`src/rtl/mtr_pkg.sv`:
```
// Shared types, widths and ramp arithmetic for the motor duty ramp stage.
package mtr_pkg;

  typedef enum logic [1:0] {
    RUN   = 2'd0,
    DECEL = 2'd1,
    DEAD  = 2'd2
  } ramp_state_t;

  localparam int MAG_W = 10;
  localparam int CMD_W = 11;
  localparam logic DIR_FWD = 1'b1;
  localparam logic DIR_REV = 1'b0;
  localparam logic [MAG_W-1:0] MAG_MAX = 10'h3FF;

  // One slew step from cur toward tgt; 11-bit intermediates so neither
  // direction wraps, and the result never passes tgt.
  function automatic logic [MAG_W-1:0] ramp_toward(input logic [MAG_W-1:0] cur,
                                                   input logic [MAG_W-1:0] tgt,
                                                   input logic [MAG_W-1:0] step);
    logic [MAG_W:0] up;
    logic [MAG_W:0] dn;
    up = {1'b0, cur} + {1'b0, step};
    dn = {1'b0, cur} - {1'b0, step};
    ramp_toward = cur;
    if (cur < tgt) begin
      ramp_toward = (up > {1'b0, tgt}) ? tgt : up[MAG_W-1:0];
    end else if (cur > tgt) begin
      ramp_toward = (dn[MAG_W] || (dn < {1'b0, tgt})) ? tgt : dn[MAG_W-1:0];
    end
  endfunction

endpackage

```
`src/rtl/period_tick_gen.sv`:
```
// Free-running wrap counter kept in lockstep with the PWM period counter;
// tick is high for the single all-ones cycle that ends each period.
module period_tick_gen #(
  parameter int W = 10
) (
  input  logic clk,
  input  logic rst_n,
  output logic tick
);

  logic [W-1:0] cnt;

  always_ff @(posedge clk or negedge rst_n) begin
    if (!rst_n) begin
      cnt <= '0;
    end else begin
      cnt <= cnt + W'(1);
    end
  end

  assign tick = (cnt == {W{1'b1}});

endmodule

```
`src/rtl/mtr_duty_ramp.sv`:
```
// Slew-limited duty magnitude and direction for the PWM stage, updated only at
// period boundaries. Define MTR_DUTY_RAMP_BRAKE_EN to add the brake output.
module mtr_duty_ramp
  import mtr_pkg::*;
#(
  parameter int STEP         = 16,
  parameter int DEAD_PERIODS = 4
) (
  input  logic             clk,
  input  logic             rst_n,
  input  logic [CMD_W-1:0] spd_cmd,
  input  logic             cmd_vld,
  output logic [MAG_W-1:0] duty,
  output logic             dir,
  output logic             at_tgt,
  output logic             busy_rev
`ifdef MTR_DUTY_RAMP_BRAKE_EN
  ,
  output logic             brake
`endif
);

  localparam logic [MAG_W-1:0] STEP_V    = MAG_W'(STEP);
  localparam logic [3:0]       DEAD_LAST = 4'(DEAD_PERIODS - 1);
  localparam logic [CMD_W-1:0] CMD_MIN   = {1'b1, {(CMD_W-1){1'b0}}};

  ramp_state_t      state;
  logic [3:0]       dead_cnt;
  logic [MAG_W-1:0] tgt_mag;
  logic             tgt_dir;
  logic [MAG_W-1:0] cmd_mag;
  logic [MAG_W-1:0] cmd_neg;
  logic             cmd_dir;
  logic             tick;
  logic             mismatch;
  logic [MAG_W-1:0] run_duty;
  logic [MAG_W-1:0] down_duty;

  period_tick_gen #(.W(MAG_W)) u_tick (
    .clk   (clk),
    .rst_n (rst_n),
    .tick  (tick)
  );

  // cmd_vld is a one-cycle strobe with no back-pressure: spd_cmd is taken on
  // every cycle it is high, so the last strobe before a tick wins.
  assign cmd_neg = MAG_W'(0) - spd_cmd[MAG_W-1:0];

  always_comb begin
    cmd_mag = spd_cmd[MAG_W-1:0];
    if (spd_cmd == CMD_MIN) begin
      cmd_mag = MAG_MAX;
    end else if (spd_cmd[CMD_W-1]) begin
      cmd_mag = cmd_neg;
    end
    cmd_dir = spd_cmd[CMD_W-1] ? DIR_REV : DIR_FWD;
    if (spd_cmd == '0) begin
      cmd_dir = dir;
    end
  end

  always_ff @(posedge clk or negedge rst_n) begin
    if (!rst_n) begin
      tgt_mag <= '0;
      tgt_dir <= DIR_FWD;
    end else if (cmd_vld) begin
      tgt_mag <= cmd_mag;
      tgt_dir <= cmd_dir;
    end
  end

  // A zero target never asks for a flip, whatever direction it carries.
  assign mismatch  = (tgt_dir != dir) && (tgt_mag != '0);
  assign run_duty  = ramp_toward(duty, tgt_mag, STEP_V);
  assign down_duty = ramp_toward(duty, '0, STEP_V);

  always_ff @(posedge clk or negedge rst_n) begin
    if (!rst_n) begin
      state    <= RUN;
      duty     <= '0;
      dir      <= DIR_FWD;
      dead_cnt <= '0;
`ifdef MTR_DUTY_RAMP_BRAKE_EN
      brake    <= 1'b0;
`endif
    end else if (tick) begin
      case (state)
        RUN: begin
          if (!mismatch) begin
            duty <= run_duty;
          end else if (duty != '0) begin
            duty  <= down_duty;
            state <= DECEL;
          end else begin
            dead_cnt <= '0;
            state    <= DEAD;
`ifdef MTR_DUTY_RAMP_BRAKE_EN
            brake    <= 1'b1;
`endif
          end
        end
        DECEL: begin
          if (!mismatch) begin
            duty  <= run_duty;
            state <= RUN;
          end else begin
            duty <= down_duty;
            if (down_duty == '0) begin
              dead_cnt <= '0;
              state    <= DEAD;
`ifdef MTR_DUTY_RAMP_BRAKE_EN
              brake    <= 1'b1;
`endif
            end
          end
        end
        DEAD: begin
          duty <= '0;
          if (!mismatch || (dead_cnt == DEAD_LAST)) begin
            if (mismatch) begin
              dir <= tgt_dir;
            end
            dead_cnt <= '0;
            state    <= RUN;
`ifdef MTR_DUTY_RAMP_BRAKE_EN
            brake    <= 1'b0;
`endif
          end else begin
            dead_cnt <= dead_cnt + 4'd1;
          end
        end
        default: begin
          state <= RUN;
`ifdef MTR_DUTY_RAMP_BRAKE_EN
          brake <= 1'b0;
`endif
        end
      endcase
    end
  end

  assign at_tgt   = (state == RUN) && (duty == tgt_mag) &&
                    ((dir == tgt_dir) || (tgt_mag == '0));
  assign busy_rev = (state != RUN);

endmodule

```
`config.mk`:
```
export PLATFORM = sky130hd
export DESIGN_NAME = mtr_duty_ramp
export DESIGN_NICKNAME = d
export VERILOG_FILES = /design/src/rtl/mtr_pkg.sv /design/src/rtl/period_tick_gen.sv /design/src/rtl/mtr_duty_ramp.sv
export SDC_FILE = /design/constraint.sdc
export NUM_CORES = 1
export LEC_CHECK = 0
export BUFFER_PORTS_ARGS = -buffer_cell sky130_fd_sc_hd__buf_2
export CAP_MARGIN = 20
export CORE_ASPECT_RATIO = 0.5
export CORE_MARGIN = 3
export CORE_UTILIZATION = 60
export DETAILED_ROUTE_END_ITERATION = 12
export GPL_TIMING_DRIVEN = 0
export PLACE_DENSITY = 0.8
export SLEW_MARGIN = 20
export SYNTH_ARGS = -nofsm -noshare
export SYNTH_HDL_FRONTEND = slang
export SYNTH_SLANG_ARGS = --single-unit
```
`constraint.sdc`:
```
create_clock -name clk -period 3.61 [get_ports clk]
set_clock_uncertainty 0.1 [all_clocks]
set_input_delay 0.1805 -clock clk [delete_from_list [all_inputs] [get_ports clk]]
set_output_delay 0.1805 -clock clk [all_outputs]
set_load 0.02 [all_outputs]
```
==> metrics.md, run 1 <==
| Metric | Value |
|---|---|
| Run status | `completed` |
| Die Y | `56.3 µm` |
| Post-synthesis instance area | `3040 µm²` |
| Worst slack at placement | `-0.327 ns` |
| Diodes inserted | `0` |
| Vias/cell | `6.56` |
| Number of enable flip-flop cells after synthesis | `0` |
| Total power divided by cell area | `305 nW/µm²` |
| Synthesized flop and latch total | `38` |
| Critical path's slowest cell | `sky130_fd_sc_hd__dfrtp_1` |
| Non-filler instance count after layout | `455` |
| Slack of the critical path | `0.195 ns` |
| Type of destination of the critical path | `register` |
| Critical path class | `register to register` |
| Register clock-pin slew on the reported worst setup and hold paths | `0.08 ns` |
| Depth of the CTS H-tree | `2` |
| Util after Layout | `0.747` |
| Portion of total power attributed to combinational logic | `0.149` |
| Number of failing setup endpoints in the final timing report | `0` |
| Iter 0 DRT Violations | `279` |
| Number of rows in the core area | `17` |
| Length of routed met3 wiring | `802 µm` |
| Port bufs | `25` |
| Synth-to-Final Area Change | `14.1%` |
| Initial antenna violation count | `0` |
| Yosys Warn Count | `0` |
| Core region area | `4640 µm²` |
| Largest vdd supply drop | `192 µV` |
| DRC violation count after routing | `0` |
| Post-synthesis async set-or-reset flop share | `1.00` |
| Post-Syn Instances | `352` |
| Metal2 WL | `3710 µm` |
| P_leak | `1.47 nW` |
| Maximum clock frequency | `293 MHz` |
| Wirelength, routed | `8150 µm` |
| Leftover overflow at the end of global routing | `0` |
| Die outline width | `107 µm` |
| Max-cap check violation count | `0` |
| Portion of total power attributed to sequential cells | `0.431` |
| Routed Antenna Nets | `0` |
| Type of the worst min-delay path | `input port to register` |
| Layout cells sized above 1 | `0.159` |
| Worst-case clock buffer depth | `2` |
| Crit path max fanout | `10` |
| Count of TritonRoute iterations in the first routing pass | `5` |
| Top FF cell, synth | `sky130_fd_sc_hd__dfrtp_1` |
| Post-synthesis area per instance | `8.63 µm²` |
| Post-DR wirelength/cell | `17.9 µm` |
| Sequential fraction of the synthesis area | `0.314` |
| Final max-slew violation count | `0` |
| Global placement routability congestion | `0.946` |
| Worst skew pair latency | `0.30 ns` |
| Largest stage delay on the critical path | `0.60 ns` |
| Fill count | `383` |
| Time the final worst path needs with I/O delays and setup | `3.42 ns` |
| Storage cell area | `953 µm²` |
| Most frequent CP cell | `sky130_fd_sc_hd__ha_1` |
| Switching Fraction | `0.268` |
| CP cell instances | `ha_1 > nand3_1 > xnor2_1 > ha_1 > a21o_1 > a211oi_1 > o211ai_1 > a32oi_1 > a2bb2oi_4 > buf_4 > a41oi_1 > o21ai_0` |
| I/O pin cnt | `27` |
| Root buf cell | `sky130_fd_sc_hd__clkbuf_8` |
| Total internal power | `0.000773 W` |
| Worst slew pin tran | `0.856 ns` |
| Clk pwr share | `0.420` |
| Setup TNS Final | `0 ns` |
| Slew headroom | `0.429` |
| Clock Sink Count | `38` |
| Data arrival, critical path | `3.48 ns` |
| Wire length on met1 | `3550 µm` |
| Setup repair after global routing missed its margin | `false` |
| Required time worst endpoint | `3.67 ns` |
| Final hold violation count | `0` |
| Via count of the first global-routing pass | `2783` |
| Pin count of the biggest net entering global routing | `39` |
| Total placed cells including tap cells | `443` |
| CTS tree | `done` |
| Die Area | `6000 µm²` |
| Starting utilization of the core area | `0.655` |
| Overall via count from detail_route | `2983` |
| Nets@finish | `429` |
| Startpoint types | `register` |
| Top routing layer in use | `met4` |
| HPWL after detailed placement | `6080 µm` |
| Global router's overall resource usage | `0.280` |
| Combined area of the multi-input logic cells | `1980 µm²` |
| First-pass GRT wire length | `13400 µm` |
| Net load switching power | `0.000282 W` |
| Synthesized netlist net count | `393` |
| Crit share post-route | `0.946` |
| Count of different cell masters after synthesis | `62` |
| TritonCTS buffer count | `5` |
[synth_stat cells (3+ instances only)]
| master | instances | area, µm² |
|---|---|---|
| sky130_fd_sc_hd__nand3_1 | 19 | 95.1 |
| sky130_fd_sc_hd__o21ai_0 | 25 | 125 |
| sky130_fd_sc_hd__clkbuf_1 | 11 | 41.3 |
| sky130_fd_sc_hd__nor4_1 | 4 | 25.0 |
| sky130_fd_sc_hd__a22oi_1 | 5 | 37.5 |
| sky130_fd_sc_hd__a21oi_1 | 15 | 75.1 |
| sky130_fd_sc_hd__nor2b_1 | 3 | 18.8 |
| sky130_fd_sc_hd__nor3_1 | 6 | 30.0 |
| sky130_fd_sc_hd__a211o_1 | 3 | 26.3 |
| sky130_fd_sc_hd__inv_1 | 21 | 78.8 |
| sky130_fd_sc_hd__dfrtp_1 | 36 | 901 |
| sky130_fd_sc_hd__nor3b_1 | 6 | 45.0 |
| sky130_fd_sc_hd__xnor2_1 | 9 | 78.8 |
| sky130_fd_sc_hd__o21a_1 | 6 | 45.0 |
| sky130_fd_sc_hd__o31ai_1 | 5 | 37.5 |
| sky130_fd_sc_hd__a31oi_1 | 6 | 37.5 |
| sky130_fd_sc_hd__xor2_1 | 6 | 52.6 |
| sky130_fd_sc_hd__a21o_1 | 3 | 22.5 |
| sky130_fd_sc_hd__mux2i_1 | 4 | 40.0 |
| sky130_fd_sc_hd__o211ai_1 | 6 | 45.0 |
| sky130_fd_sc_hd__o221ai_1 | 5 | 43.8 |
| sky130_fd_sc_hd__nand4_1 | 7 | 43.8 |
| sky130_fd_sc_hd__a211oi_1 | 4 | 30.0 |
| sky130_fd_sc_hd__mux2_2 | 3 | 33.8 |
| sky130_fd_sc_hd__nor2_1 | 18 | 67.6 |
| sky130_fd_sc_hd__and2_1 | 6 | 37.5 |
| sky130_fd_sc_hd__nand2_1 | 32 | 120 |
| sky130_fd_sc_hd__or3_1 | 4 | 25.0 |
| sky130_fd_sc_hd__ha_1 | 27 | 338 |
[critical path, delay by kind of cell (launching register included)]
kind | cells | cell delay, ns
simple gates | 1 | 0.12
fa+ha+maj | 2 | 0.60
compound gates | 7 | 1.43
flops | 1 | 0.60
xor+xnor | 1 | 0.28
buf+inv | 1 | 0.16
[layout by cell type (no fill, tap or decap), types with 4 or more instances in the layout]
| master | count |
|---|---|
| sky130_fd_sc_hd__dfrtp_1 | 36 |
| sky130_fd_sc_hd__nand2_1 | 32 |
| sky130_fd_sc_hd__ha_1 | 26 |
| sky130_fd_sc_hd__buf_2 | 25 |
| sky130_fd_sc_hd__o21ai_0 | 24 |
| sky130_fd_sc_hd__inv_1 | 20 |
| sky130_fd_sc_hd__nand3_1 | 19 |
| sky130_fd_sc_hd__nor2_1 | 18 |
| sky130_fd_sc_hd__a21oi_1 | 15 |
| sky130_fd_sc_hd__clkbuf_1 | 9 |
| sky130_fd_sc_hd__xnor2_1 | 9 |
| sky130_fd_sc_hd__nand4_1 | 7 |
| sky130_fd_sc_hd__nor3b_1 | 6 |
| sky130_fd_sc_hd__xor2_1 | 6 |
| sky130_fd_sc_hd__a31oi_1 | 6 |
| sky130_fd_sc_hd__nor3_1 | 6 |
| sky130_fd_sc_hd__and2_1 | 6 |
| sky130_fd_sc_hd__o211ai_1 | 6 |
| sky130_fd_sc_hd__o21a_1 | 6 |
| sky130_fd_sc_hd__a22oi_1 | 5 |
| sky130_fd_sc_hd__buf_4 | 5 |
| sky130_fd_sc_hd__o31ai_1 | 5 |
| sky130_fd_sc_hd__o221ai_1 | 5 |
| sky130_fd_sc_hd__clkbuf_8 | 5 |
| sky130_fd_sc_hd__or3_1 | 4 |
| sky130_fd_sc_hd__nor4_1 | 4 |
| sky130_fd_sc_hd__a211oi_1 | 4 |
| sky130_fd_sc_hd__mux2i_1 | 4 |
[flip-flops by register name, indices dropped and copies added, names as in the netlist]
name and flops:
dead_cnt 4, dir 1, duty 10, state 2, tgt_dir 1, tgt_mag 10, u_tick.cnt 10
[kinds of logic after synthesis]
group / count (synthesis) / synth area share
AO/OA/AOI/OAI: 107 / 0.243
XOR/XNOR: 15 / 0.0432
adder cells (fa/ha/maj): 27 / 0.111
buffers and inverters: 35 / 0.0449
flip-flops: 38 / 0.314
multiplexers: 7 / 0.0243
AND/OR/NAND/NOR: 123 / 0.220
[per-layer routing]
| layer | global-route usage | up-vias |
|---|---|---|
| met3 | 0.0746 | 17 |
| met2 | 0.446 | 153 |
| li1 | - | 1399 |
| met5 | 0 | - |
| met4 | 0.0601 | 0 |
| met1 | 0.385 | 1414 |
[cell type report]
type	instances	area share
Multi-Input combinational cell	279	0.573
Sequential cell	38	0.275
Timing Repair Buffer	30	0.0477
Tap cell	66	0.0238
Inverter	21	0.0227
Clock buffer	5	0.0199
Clock inverter	3	0.0199
Buffer	13	0.0184
[power by group through the flow]
stage / sequential (W) / clock [W] / combinational (W)
4_1_cts: 0.000453 / 0.000449 / 0.000152
6_report: 0.000455 / 0.000443 / 0.000157
3_3_place_gp: 0.000461 / 0 / 0.000142
2_1_floorplan: 0.000457 / 0 / 0.0000975
3_5_place_dp: 0.000462 / 0 / 0.000149
5_1_grt: 0.000456 / 0.000464 / 0.000177
[stage by stage]
step / cell area [µm²] / power [W] / hold WS, ns
floorplan: 3040 / 0.000554 / -0.215
global route: 3470 / 0.00110 / 0.135
finish: 3470 / 0.00106 / 0.103
detailed placement: 3250 / 0.000610 / 0.239
global placement: 3250 / 0.000603 / 0.227
CTS: 3410 / 0.00105 / 0.0959
[repair_timing]
action,CTS,global route
setup endpoints to repair,8,8
gates resized for setup,3,10
setup buffers,1,3
hold buffers,1,0
pin swaps,0,2
endpoints found under the hold margin,36,0
[worst paths after layout]
check                                   start             to  slack [ns]  cells after the start
worst max-delay path                  duty[4]        duty[8]        0.19                     12
worst min-delay path               spd_cmd[0]     tgt_mag[0]        0.10                      3
worst max register to register        duty[4]        duty[8]        0.19                     12
worst min register to register  u_tick.cnt[0]  u_tick.cnt[0]        0.35                      1
max in group asynchronous               rst_n     tgt_mag[4]        2.45                      2
min in group asynchronous               rst_n        duty[8]        0.41                      2
(Power assumes the default switching activity.)
==> run 2: changes to the inputs <==
--- a/config.mk
+++ b/config.mk
@@ -12,7 +12,7 @@
 export CORE_UTILIZATION = 60
 export DETAILED_ROUTE_END_ITERATION = 12
 export GPL_TIMING_DRIVEN = 0
-export PLACE_DENSITY = 0.8
+export PLACE_DENSITY_LB_ADDON = 0.25
 export SLEW_MARGIN = 20
 export SYNTH_ARGS = -nofsm -noshare
 export SYNTH_HDL_FRONTEND = slang
==> metrics.md, run 2 (synthesis gave the netlist of run 1 again) <==
| Metric | Value |
|---|---|
| Critical path's slowest cell | `sky130_fd_sc_hd__or4_4` |
| Pin count of the biggest net entering global routing | `39` |
| Biggest regs | `duty x10, tgt_mag x10, u_tick.cnt x10` |
| Routed Antenna Nets | `0` |
| Total power divided by cell area | `308 nW/µm²` |
| Combined area of the multi-input logic cells | `1980 µm²` |
| Depth of the CTS H-tree | `2` |
| Global routing met1 resource utilization | `0.389` |
| Clock Sink Count | `38` |
| Most frequent CP cell | `sky130_fd_sc_hd__nand2_1` |
| Startpoint types | `register` |
| P_leak | `1.46 nW` |
| Register clock-pin slew on the reported worst setup and hold paths | `0.09 ns` |
| Worst slew pin tran | `0.850 ns` |
| Global router's overall resource usage | `0.286` |
| Vias/cell | `6.58` |
| Diodes inserted | `0` |
| Number of failing setup endpoints in the final timing report | `0` |
| Commonest cells after routing, fill and taps aside | `34 x sky130_fd_sc_hd__dfrtp_1, 32 x sky130_fd_sc_hd__nand2_1, 26 x sky130_fd_sc_hd__ha_1` |
| Largest stage delay on the critical path | `0.54 ns` |
| Endpoint of the worst setup timing path | `duty[6]` |
| Overall via count from detail_route | `2995` |
| Critical Path Start | `duty[6]` |
| Crit path max fanout | `10` |
| TritonCTS buffer count | `5` |
| Total chip power | `0.00107 W` |
| Type of the worst min-delay path | `input port to register` |
| Wirelength, routed | `8350 µm` |
| Crit share post-route | `0.962` |
| Iter 0 DRT Violations | `335` |
| Final max-slew violation count | `0` |
| RR Endpoint | `duty[6]` |
| Via count of the first global-routing pass | `2875` |
| Count of TritonRoute iterations in the first routing pass | `5` |
| Number of rows in the core area | `17` |
| Most common cell after layout, fill and taps aside | `sky130_fd_sc_hd__dfrtp_1` |
| Required time worst endpoint | `3.72 ns` |
| Fill count | `371` |
| Core region area | `4640 µm²` |
| Nets@finish | `429` |
| Peak-usage layer in the global routing report | `met2` |
| Maximum clock frequency | `288 MHz` |
| Die Area | `6000 µm²` |
| Post-DR wirelength/cell | `18.3 µm` |
| HPWL after detailed placement | `6180 µm` |
| Worst-case clock buffer depth | `2` |
| DRC violation count after routing | `0` |
| Data arrival, critical path | `3.59 ns` |
| Layout cells sized above 1 | `0.162` |
| Initial antenna violation count | `0` |
| Cell family with most CP delay | `simple AND/OR/NAND/NOR gates` |
| Final hold violation count | `0` |
| Max-cap check violation count | `0` |
| Critical path class | `register to register` |
| I/O pin cnt | `27` |
| Time the final worst path needs with I/O delays and setup | `3.47 ns` |
| CTS tree | `done` |
| Die outline width | `107 µm` |
| Root buf cell | `sky130_fd_sc_hd__clkbuf_8` |
| Die Y | `56.3 µm` |
| R2R setup slack | `0.14 ns` |
| Setup TNS Final | `0 ns` |
| Leftover overflow at the end of global routing | `0` |
| Worst slack at placement | `-0.376 ns` |
| Sum of buffers and inverters on the critical path | `2` |
| Run status | `completed` |
| Largest vdd supply drop | `285 µV` |
| Global-route met2 utilization | `0.463` |
| Synth-to-Final Area Change | `14.1%` |
| CP cell instances | `clkbuf_4 > or4_4 > or3_1 > nand2_1 > ha_1 > nand3_1 > nor2_1 > a211o_1 > o2bb2ai_4 > a2bb2oi_4 > buf_4 > nand2_1 > a32oi_1` |
| Worst skew pair latency | `0.30 ns` |
| GR met3 Demand/Resource | `0.0712` |
| Slack of the critical path | `0.135 ns` |
| Storage cell area | `956 µm²` |
| R2R depth | `13` |
| First-pass GRT wire length | `13800 µm` |
| Slew headroom | `0.433` |
| Critical path depth | `13` |
| Launch point of the worst reg-to-reg path | `duty[6]` |
| Type of destination of the critical path | `register` |
| Starting utilization of the core area | `0.655` |
| Port bufs | `25` |
| Global placement routability congestion | `0.931` |
-- run 2: cell count changes in the layout (fill, tap and decap cells not counted) --
cell,delta
sky130_fd_sc_hd__buf_6,-1
sky130_fd_sc_hd__dfrtp_1,-2
sky130_fd_sc_hd__dfrtp_2,+2
sky130_fd_sc_hd__clkbuf_1,+1
sky130_fd_sc_hd__clkbuf_8,+1
sky130_fd_sc_hd__clkinv_4,-1
-- run 2: worst min-delay path by stage --
| stage | cells past startpoint | startpoint | to |
|---|---|---|---|
| 4_1_cts | 3 | spd_cmd[9] | tgt_mag[9] |
| 3_5_place_dp | 1 | rst_n | duty[8] |
| 3_3_place_gp | 1 | rst_n | duty[8] |
| 6_report | 3 | spd_cmd[9] | tgt_mag[9] |
| 5_1_grt | 3 | spd_cmd[9] | tgt_mag[9] |
| 2_1_floorplan | 0 | rst_n | dead_cnt[0] |
-- run 2: stage by stage --
step | cells | cell area [µm²] | hold WS, ns | utilization
global route | 455 | 3470 | 0.156 | 0.747
global placement | 443 | 3250 | 0.222 | 0.700
floorplan | 352 | 3040 | -0.215 | -
detailed placement | 443 | 3250 | 0.235 | 0.700
finish | 455 | 3470 | 0.123 | 0.747
CTS | 453 | 3420 | 0.110 | 0.737
-- run 2: timing repair --
item	CTS	global route
buffers inserted	1	2
setup endpoints to repair	8	8
gates resized for setup	4	9
pin swaps	0	2
hold buffers	1	0
endpoints found under the hold margin	36	0
-- run 2: per-layer routing --
layer	share of wire	wire, µm	vias to the layer above
met3	0.097	809	23
met5	0	0	-
met4	0.014	121	0
met1	0.44	3670	1441
met2	0.45	3750	135
li1	-	-	1396
-- run 2: worst min-delay path, stage by stage --
cell and delay [ns]:
sky130_fd_sc_hd__buf_2 0.13, sky130_fd_sc_hd__o211ai_2 0.09, sky130_fd_sc_hd__o21ai_1 0.07
-- run 2: power by group --
part           leakage (nW)  total (W)  switching (W)  internal [W]
combinational         0.903   0.000156       0.000100     0.0000556
sequential            0.485   0.000455      0.0000155      0.000440
clock                0.0714   0.000454       0.000160      0.000295
-- run 2: area by class of cell --
cell class,instances,share of cell area
flip-flops and latches,38,0.276
plain buffers,14,0.0184
clock buffers,6,0.0238
clock inverters,2,0.0173
inverters,21,0.0227
well taps,66,0.0238
repair buffers,29,0.0455
multi-input cells,279,0.573
